--- src/rtl/fsmd_operand_sequencer.sv ---
`timescale 1ns/1ps
`default_nettype none
// ============================================================================
// Module      : fsmd_operand_sequencer
// Description : Command FIFO plus issue sequencer for the FSMD adder/subtractor.
// Revision    : 1.0 - initial release
// ============================================================================
module fsmd_operand_sequencer #(
  parameter int DEPTH = 4
) (
  input  logic       clk_i,
  input  logic       reset_i,
  input  logic       cmd_valid_i,
  output logic       cmd_ready_o,
  input  logic [1:0] cmd_op_i,
  input  logic [7:0] cmd_a_i,
  input  logic [7:0] cmd_b_i,
  output logic [1:0] operation_o,
  output logic [7:0] a_o,
  output logic [7:0] b_o,
  input  logic [8:0] result_i,
  output logic       res_valid_o,
  output logic [8:0] res_data_o,
  output logic       busy_o,
  output logic [7:0] drop_count_o
);

  localparam int AW = $clog2(DEPTH);

  localparam logic [2:0] SEQ_IDLE  = 3'd0;
  localparam logic [2:0] SEQ_ISSUE = 3'd1;
  localparam logic [2:0] SEQ_CALC  = 3'd2;
  localparam logic [2:0] SEQ_WAIT  = 3'd3;
  localparam logic [2:0] SEQ_RESP  = 3'd4;

  localparam logic [1:0] OP_NONE = 2'b11;

  logic [17:0] mem_q [DEPTH];
  logic [AW:0] wr_ptr_q, rd_ptr_q;
  logic        full_w, empty_w, accept_w, push_w, pop_w;
  logic [17:0] head_w;

  logic [2:0]  state_q, state_d;
  logic [1:0]  op_q, op_d;
  logic [7:0]  a_q, a_d, b_q, b_d;
  logic        res_valid_q, res_valid_d;
  logic [8:0]  res_data_q, res_data_d;
  logic [7:0]  drop_q;

  // Extra pointer bit distinguishes full from empty when the low bits match.
  assign full_w   = (wr_ptr_q[AW] != rd_ptr_q[AW]) &&
                    (wr_ptr_q[AW-1:0] == rd_ptr_q[AW-1:0]);
  assign empty_w  = (wr_ptr_q == rd_ptr_q);
  assign accept_w = cmd_valid_i && !full_w;
  assign push_w   = accept_w && !cmd_op_i[1];
  assign head_w   = mem_q[rd_ptr_q[AW-1:0]];

  always_ff @(posedge clk_i) begin
    if (push_w) begin
      mem_q[wr_ptr_q[AW-1:0]] <= {cmd_op_i, cmd_a_i, cmd_b_i};
    end
  end

  always_ff @(posedge clk_i or posedge reset_i) begin
    if (reset_i) begin
      wr_ptr_q <= '0;
      rd_ptr_q <= '0;
      drop_q   <= 8'd0;
    end else begin
      if (push_w) wr_ptr_q <= wr_ptr_q + 1'b1;
      if (pop_w)  rd_ptr_q <= rd_ptr_q + 1'b1;
      if (accept_w && cmd_op_i[1] && (drop_q != 8'hFF)) drop_q <= drop_q + 8'd1;
    end
  end

  always_comb begin
    state_d     = state_q;
    op_d        = op_q;
    a_d         = a_q;
    b_d         = b_q;
    res_valid_d = 1'b0;
    res_data_d  = res_data_q;
    pop_w       = 1'b0;
    case (state_q)
      SEQ_IDLE: begin
        op_d = OP_NONE;
        if (!empty_w) begin
          pop_w   = 1'b1;
          op_d    = head_w[17:16];
          a_d     = head_w[15:8];
          b_d     = head_w[7:0];
          state_d = SEQ_ISSUE;
        end
      end
      SEQ_ISSUE: state_d = SEQ_CALC;
      SEQ_CALC: begin
        // Dropping the op here keeps downstream from re-entering CALCULATE.
        op_d    = OP_NONE;
        state_d = SEQ_WAIT;
      end
      SEQ_WAIT: state_d = SEQ_RESP;
      SEQ_RESP: begin
        res_data_d  = result_i;
        res_valid_d = 1'b1;
        if (!empty_w) begin
          pop_w   = 1'b1;
          op_d    = head_w[17:16];
          a_d     = head_w[15:8];
          b_d     = head_w[7:0];
          state_d = SEQ_ISSUE;
        end else begin
          state_d = SEQ_IDLE;
        end
      end
      default: begin
        op_d    = OP_NONE;
        state_d = SEQ_IDLE;
      end
    endcase
  end

  always_ff @(posedge clk_i or posedge reset_i) begin
    if (reset_i) begin
      state_q     <= SEQ_IDLE;
      op_q        <= OP_NONE;
      a_q         <= 8'd0;
      b_q         <= 8'd0;
      res_valid_q <= 1'b0;
      res_data_q  <= 9'd0;
    end else begin
      state_q     <= state_d;
      op_q        <= op_d;
      a_q         <= a_d;
      b_q         <= b_d;
      res_valid_q <= res_valid_d;
      res_data_q  <= res_data_d;
    end
  end

  assign cmd_ready_o  = !full_w;
  assign operation_o  = op_q;
  assign a_o          = a_q;
  assign b_o          = b_q;
  assign res_valid_o  = res_valid_q;
  assign res_data_o   = res_data_q;
  assign busy_o       = (state_q != SEQ_IDLE) || !empty_w;
  assign drop_count_o = drop_q;

endmodule
`default_nettype wire
--- config.mk ---
export PLATFORM = sky130hd
export DESIGN_NAME = fsmd_operand_sequencer
export DESIGN_NICKNAME = d
export VERILOG_FILES = /design/src/rtl/fsmd_operand_sequencer.sv
export SDC_FILE = /design/constraint.sdc
export NUM_CORES = 1
export LEC_CHECK = 0
export BUFFER_PORTS_ARGS = -buffer_cell sky130_fd_sc_hd__buf_4
export CAP_MARGIN = 0
export CORE_MARGIN = 2
export CORE_UTILIZATION = 40
export DETAILED_ROUTE_END_ITERATION = 8
export PLACE_DENSITY = 0.65
export SYNTH_ARGS = -nofsm -noshare
export SYNTH_HDL_FRONTEND = slang
export SYNTH_SLANG_ARGS = --single-unit
export TNS_END_PERCENT = 10
--- constraint.sdc ---
create_clock -name clk_i -period 4.4 [get_ports clk_i]
set_clock_uncertainty 0.1 [all_clocks]
set_input_delay 1.1 -clock clk_i [delete_from_list [all_inputs] [get_ports clk_i]]
set_output_delay 1.1 -clock clk_i [all_outputs]
set_load 0.01 [all_outputs]
Word-level counts from Yosys, hierarchy flattened:

Memory sizes are Yosys's and may differ from the RTL's.
Index checks and enable logic that the tools add are counted.

* flip-flop bits (word level): 45
* memory bits (writable): 72
* output and inout port bits: 38
* word-level logic and storage cells: 51
* memories: 1

* $add $sub $neg: 3
* equal/unequal tests: 10
* multiplexer cells: 11
* bitwise operators: 2
* reduce and logical (&&, ||, !) cells: 15

Memory list
* mem_q: depth 4, width 18, rd ports 1, clocked after memory_dff 0, wr ports 1, line 38 `logic [17:0] mem_q [DEPTH];`

Operator list (number)
* $pmux 3 s5: 1
* $add 8x1->8 const B: 1
* $ne 8x8->1 const B: 1
* $add 3x1->3 const B: 2
* $eq 3x2->1 const B: 2
* $mux 1: 6
* $pmux 2 s3: 1
* $logic_and 1x1->1: 5
* $mux 2: 2
* $ne 2x2->1 const B: 2
* $reduce_and 2->1: 2
* $reduce_or 2->1: 2
* $eq 3x1->1 const B: 1
* $eq 3x3->1: 1
* $eq 3x3->1 const B: 1
* $logic_not 1->1: 3
* $logic_not 3->1: 1
* $mux 3: 1
* $reduce_bool 3->1: 1
* $eq 2x2->1: 1
* $not 1->1: 2
* $logic_or 1x1->1: 1
* $ne 1x1->1: 1

Logic depth before layout (Yosys ltp):

* word-level depth: 7
* depth in mapped cells: 5

Worst setup path after synthesis:

OpenSTA, ideal clock, no wires.

* path type: reg-to-output
* from: register rd_ptr_q[0]
* to: output busy_o
* data arrival time: 1.412 ns
* required time: 3.200 ns
* path slack: 1.788 ns
* stages on the path, launching flop included: 4
* path buffers: 0
* path through: dfrtp_1 > xnor2_1 > nand3_1 > or4_1

* word-level cells in the longest chain between the ends: 3

RTL lines
* start: declaration: line 39 `logic [AW:0] wr_ptr_q, rd_ptr_q;`
* start signal: assignment: line 71 `if (pop_w) rd_ptr_q <= rd_ptr_q + 1'b1;`
* $eq 3x3->1: line 53 `assign empty_w = (wr_ptr_q == rd_ptr_q);`
* $logic_not 1->1: line 146 `assign busy_o = (state_q != SEQ_IDLE) || !empty_w;`
* $logic_or 1x1->1: line 146
* end: declaration: line 24 `output logic busy_o,`

Every way passes these cells.

Worst setup path after layout:

* from: register rd_ptr_q[1]
* to: output busy_o

The elaborated chain is that of the path after synthesis.

==> impl_metrics.json <==
{
  "outcome": "finished clean",
  "worst_slack_ns": 0.856,
  "clock_sinks": 117,
  "die_x_um": 111,
  "place.gp.congestion": 0.754,
  "final_util_pct": 51.5,
  "powerDensity_nw_per_um2": 733,
  "slew_headroom_pct": 28.5,
  "cts_setup_buffers": 0,
  "post-synth-top-count-cell": "edfxtp_1",
  "synth_enable_flop_cells": 72,
  "ctsHoldBuffers": 0,
  "cts_max_path_buffers": 2,
  "clk_pin_slew_ns": 0.05,
  "synthCells": 242,
  "layout.nets": 358,
  "final_hold_viol_count": 0,
  "drive_gt1_share_pct": 44.8,
  "whs_path_depth": 1,
  "die_height_um": 111,
  "vias": 2366,
  "drt-vias-per-instance": 4.95,
  "n_fill_cell": 929,
  "die-area_sq_um": 12300,
  "synthTopCellsByCount": "72 x edfxtp_1, 43 x dfrtp_1, 26 x mux2_2",
  "synth.net_count": 278,
  "fp-row-count": 39,
  "synth_cell_type_count": 35,
  "cts_buffers": 17,
  "area_growth_pct": 26.7,
  "drc": 0,
  "dpl_worst_slack_ns": 1.27,
  "fin_crit_sh_pct": 80.5,
  "synthTopCellsByArea": "edfxtp_1 47%, dfrtp_1 23%, mux4_2 8.9%, mux2_2 6.4%, ha_1 1.6%",
  "dr.first_iter.drc_count": 109,
  "ys_ff_latch": 117,
  "fp.coreArea_sq_um": 11300,
  "final_cells": 478,
  "drt.antenna.violating_nets": 0,
  "cts_tree": "yes",
  "grt_pass1_wl_um": 13400,
  "max_freq_ghz": 0.282,
  "port_buffers": 67,
  "grt_max_degree": 46,
  "antennaDiodeCount": 0,
  "yosysSeqAreaShare_pct": 71.9,
  "track_usage_pct": 14.6,
  "maxCapViolations": 0,
  "arrival_ns": 2.34,
  "root_buffer": "clkbuf_16",
  "ys_async_sr_fraction_pct": 38.5,
  "grt_pass1_vias": 2558,
  "synth_flop_cell": "edfxtp_1",
  "clk_latency_ns": 0.40,
  "antenna_found_initial": 0,
  "tightest_slew_ns": 1.07,
  "io_pins": 68,
  "final_max_slew_viol_count": 0,
  "path_max_fanout": 21,
  "rsz0062_at_grt": "no",
  "synth_top_area_share_pct": 47.2,
  "hold_path.class": "register to register",
  "min_period_ns": 3.54,
  "setup_viol": 0,
  "dp_hpwl_um": 4920,
  "netlist_area_sq_um": 4580,
  "drt_wl_total_um": 8270,
  "setup-tns-final_ns": 0,
  "wl_per_cell_um": 17.3,
  "critPathCaptureType": "primary output",
  "htreeDepth": 4,
  "cp_data_required_time_ns": 3.20,
  "cp-start-kind": "register",
  "grt-ovfl-total": 0,
  "initial_utilization_pct": 40.6,
  "syn_area_per_cell_sq_um": 18.9,
  "worstSetupPathType": "register to primary output",
  "worstRegToRegCells": 4,
  "drt_pre_antenna_iters": 4,
  "peakVddDrop_v": 0.000449,
  "dp.cells": 446,
  "p_total_mw": 4.25,
  "p_leak_nw": 2.24,
  "cts_resized": 0,
  "synth_area_leader_cell": "edfxtp_1",
  "yosys_warnings": 0
}
## path summary, 6_finish.rpt
check,startpoint,end,slack [ns]
worst max register to register,rd_ptr_q[1]$_DFFE_PP0P_,mem_q[3][17]$_DFFE_PP_,1.63
worst min-delay path,drop_count_o[5]$_DFFE_PP0P_,drop_count_o[5]$_DFFE_PP0P_,0.38
max in group asynchronous,reset_i,rd_ptr_q[0]$_DFFE_PP0P_,2.66
worst min register to register,drop_count_o[5]$_DFFE_PP0P_,drop_count_o[5]$_DFFE_PP0P_,0.38
min in group asynchronous,reset_i,res_data_o[7]$_DFFE_PP0P_,0.86
worst max-delay path,rd_ptr_q[1]$_DFFE_PP0P_,busy_o,0.86
## cells in the final DEF (no fill, tap or decap), types with 2 or more instances in the layout
| cell | netlist | routed |
|---|---|---|
| ha_1 | 6 | 6 |
| and2_1 | 5 | 5 |
| inv_1 | 7 | 6 |
| clkinvlp_4 | 0 | 3 |
| nand2_1 | 6 | 6 |
| xor2_1 | 8 | 8 |
| clkinv_2 | 0 | 2 |
| a21oi_1 | 2 | 2 |
| dfstp_2 | 2 | 2 |
| nor2_1 | 4 | 4 |
| nor3_1 | 2 | 2 |
| clkbuf_1 | 1 | 4 |
| and4_1 | 2 | 2 |
| edfxtp_1 | 72 | 72 |
| xnor2_1 | 7 | 7 |
| buf_4 | 1 | 70 |
| o22ai_1 | 2 | 2 |
| mux2_2 | 26 | 26 |
| clkbuf_16 | 0 | 17 |
| clkbuf_8 | 0 | 2 |
| nand3b_1 | 2 | 2 |
| nor4_1 | 2 | 2 |
| dfrtp_1 | 43 | 43 |
| nand3_1 | 4 | 4 |
| mux4_2 | 18 | 18 |
| bufinv_16 | 0 | 2 |
## cells by family (layout without fill, tap and decap cells)
| kind of cell | after synthesis | count (layout) | synth area share, % |
|---|---|---|---|
| flip-flops | 117 | 117 | 71.9 |
| AND/OR/NAND/NOR | 32 | 32 | 4.13 |
| AO/OA/AOI/OAI | 11 | 11 | 1.94 |
| XOR/XNOR | 15 | 15 | 2.87 |
| multiplexers | 45 | 45 | 15.6 |
| buffers and inverters | 16 | 109 | 1.99 |
| adder cells (fa/ha/maj) | 6 | 6 | 1.64 |
## flip-flops by register name, summed over array words and instances, names as in the netlist
name	cells
a_o	8
b_o	8
drop_count_o	8
mem_q	72
operation_o	2
rd_ptr_q	3
res_data_o	9
res_valid_o	1
state_q	3
wr_ptr_q	3
## worst max-delay path: stages (launching register included)
cell     delay, ns
dfrtp_1       0.35
buf_4         0.23
xnor2_1       0.50
nand3_1       0.25
or4_1         0.45
buf_4         0.16
## where the power goes
| part | switching (mW) | internal, mW |
|---|---|---|
| logic | 0.607 | 0.699 |
| registers | 0.169 | 1.47 |
| clock network | 0.452 | 0.859 |
## per-stage QoR
stage / cell area (sq um) / hold slack (ns)
after floorplan: 4580 / 0.379
after CTS: 5800 / 0.388
final: 5800 / 0.383
after global placement: 5230 / 0.390
after global routing: 5800 / 0.415
after detailed placement: 5230 / 0.377
## cell type report
cell class                      count  area [sq um]  area share [%]
Clock buffer                       23           468            8.06
Inverter                            7          26.3           0.453
Tap cell                          143           179            3.08
Sequential cell                   117          3290            56.7
Timing Repair Buffer               70           526            9.06
Clock inverter                      9           105            1.81
Multi-Input combinational cell    109          1210            20.8
## per-layer routing
layer	share of wire [%]	wire length [um]	GRT usage, %
met5	0	0	0
met4	1.8	150	6.58
met3	4.8	401	5.14
met2	50	4140	23.3
met1	43	3580	17.9
(Power assumes the default switching activity.)
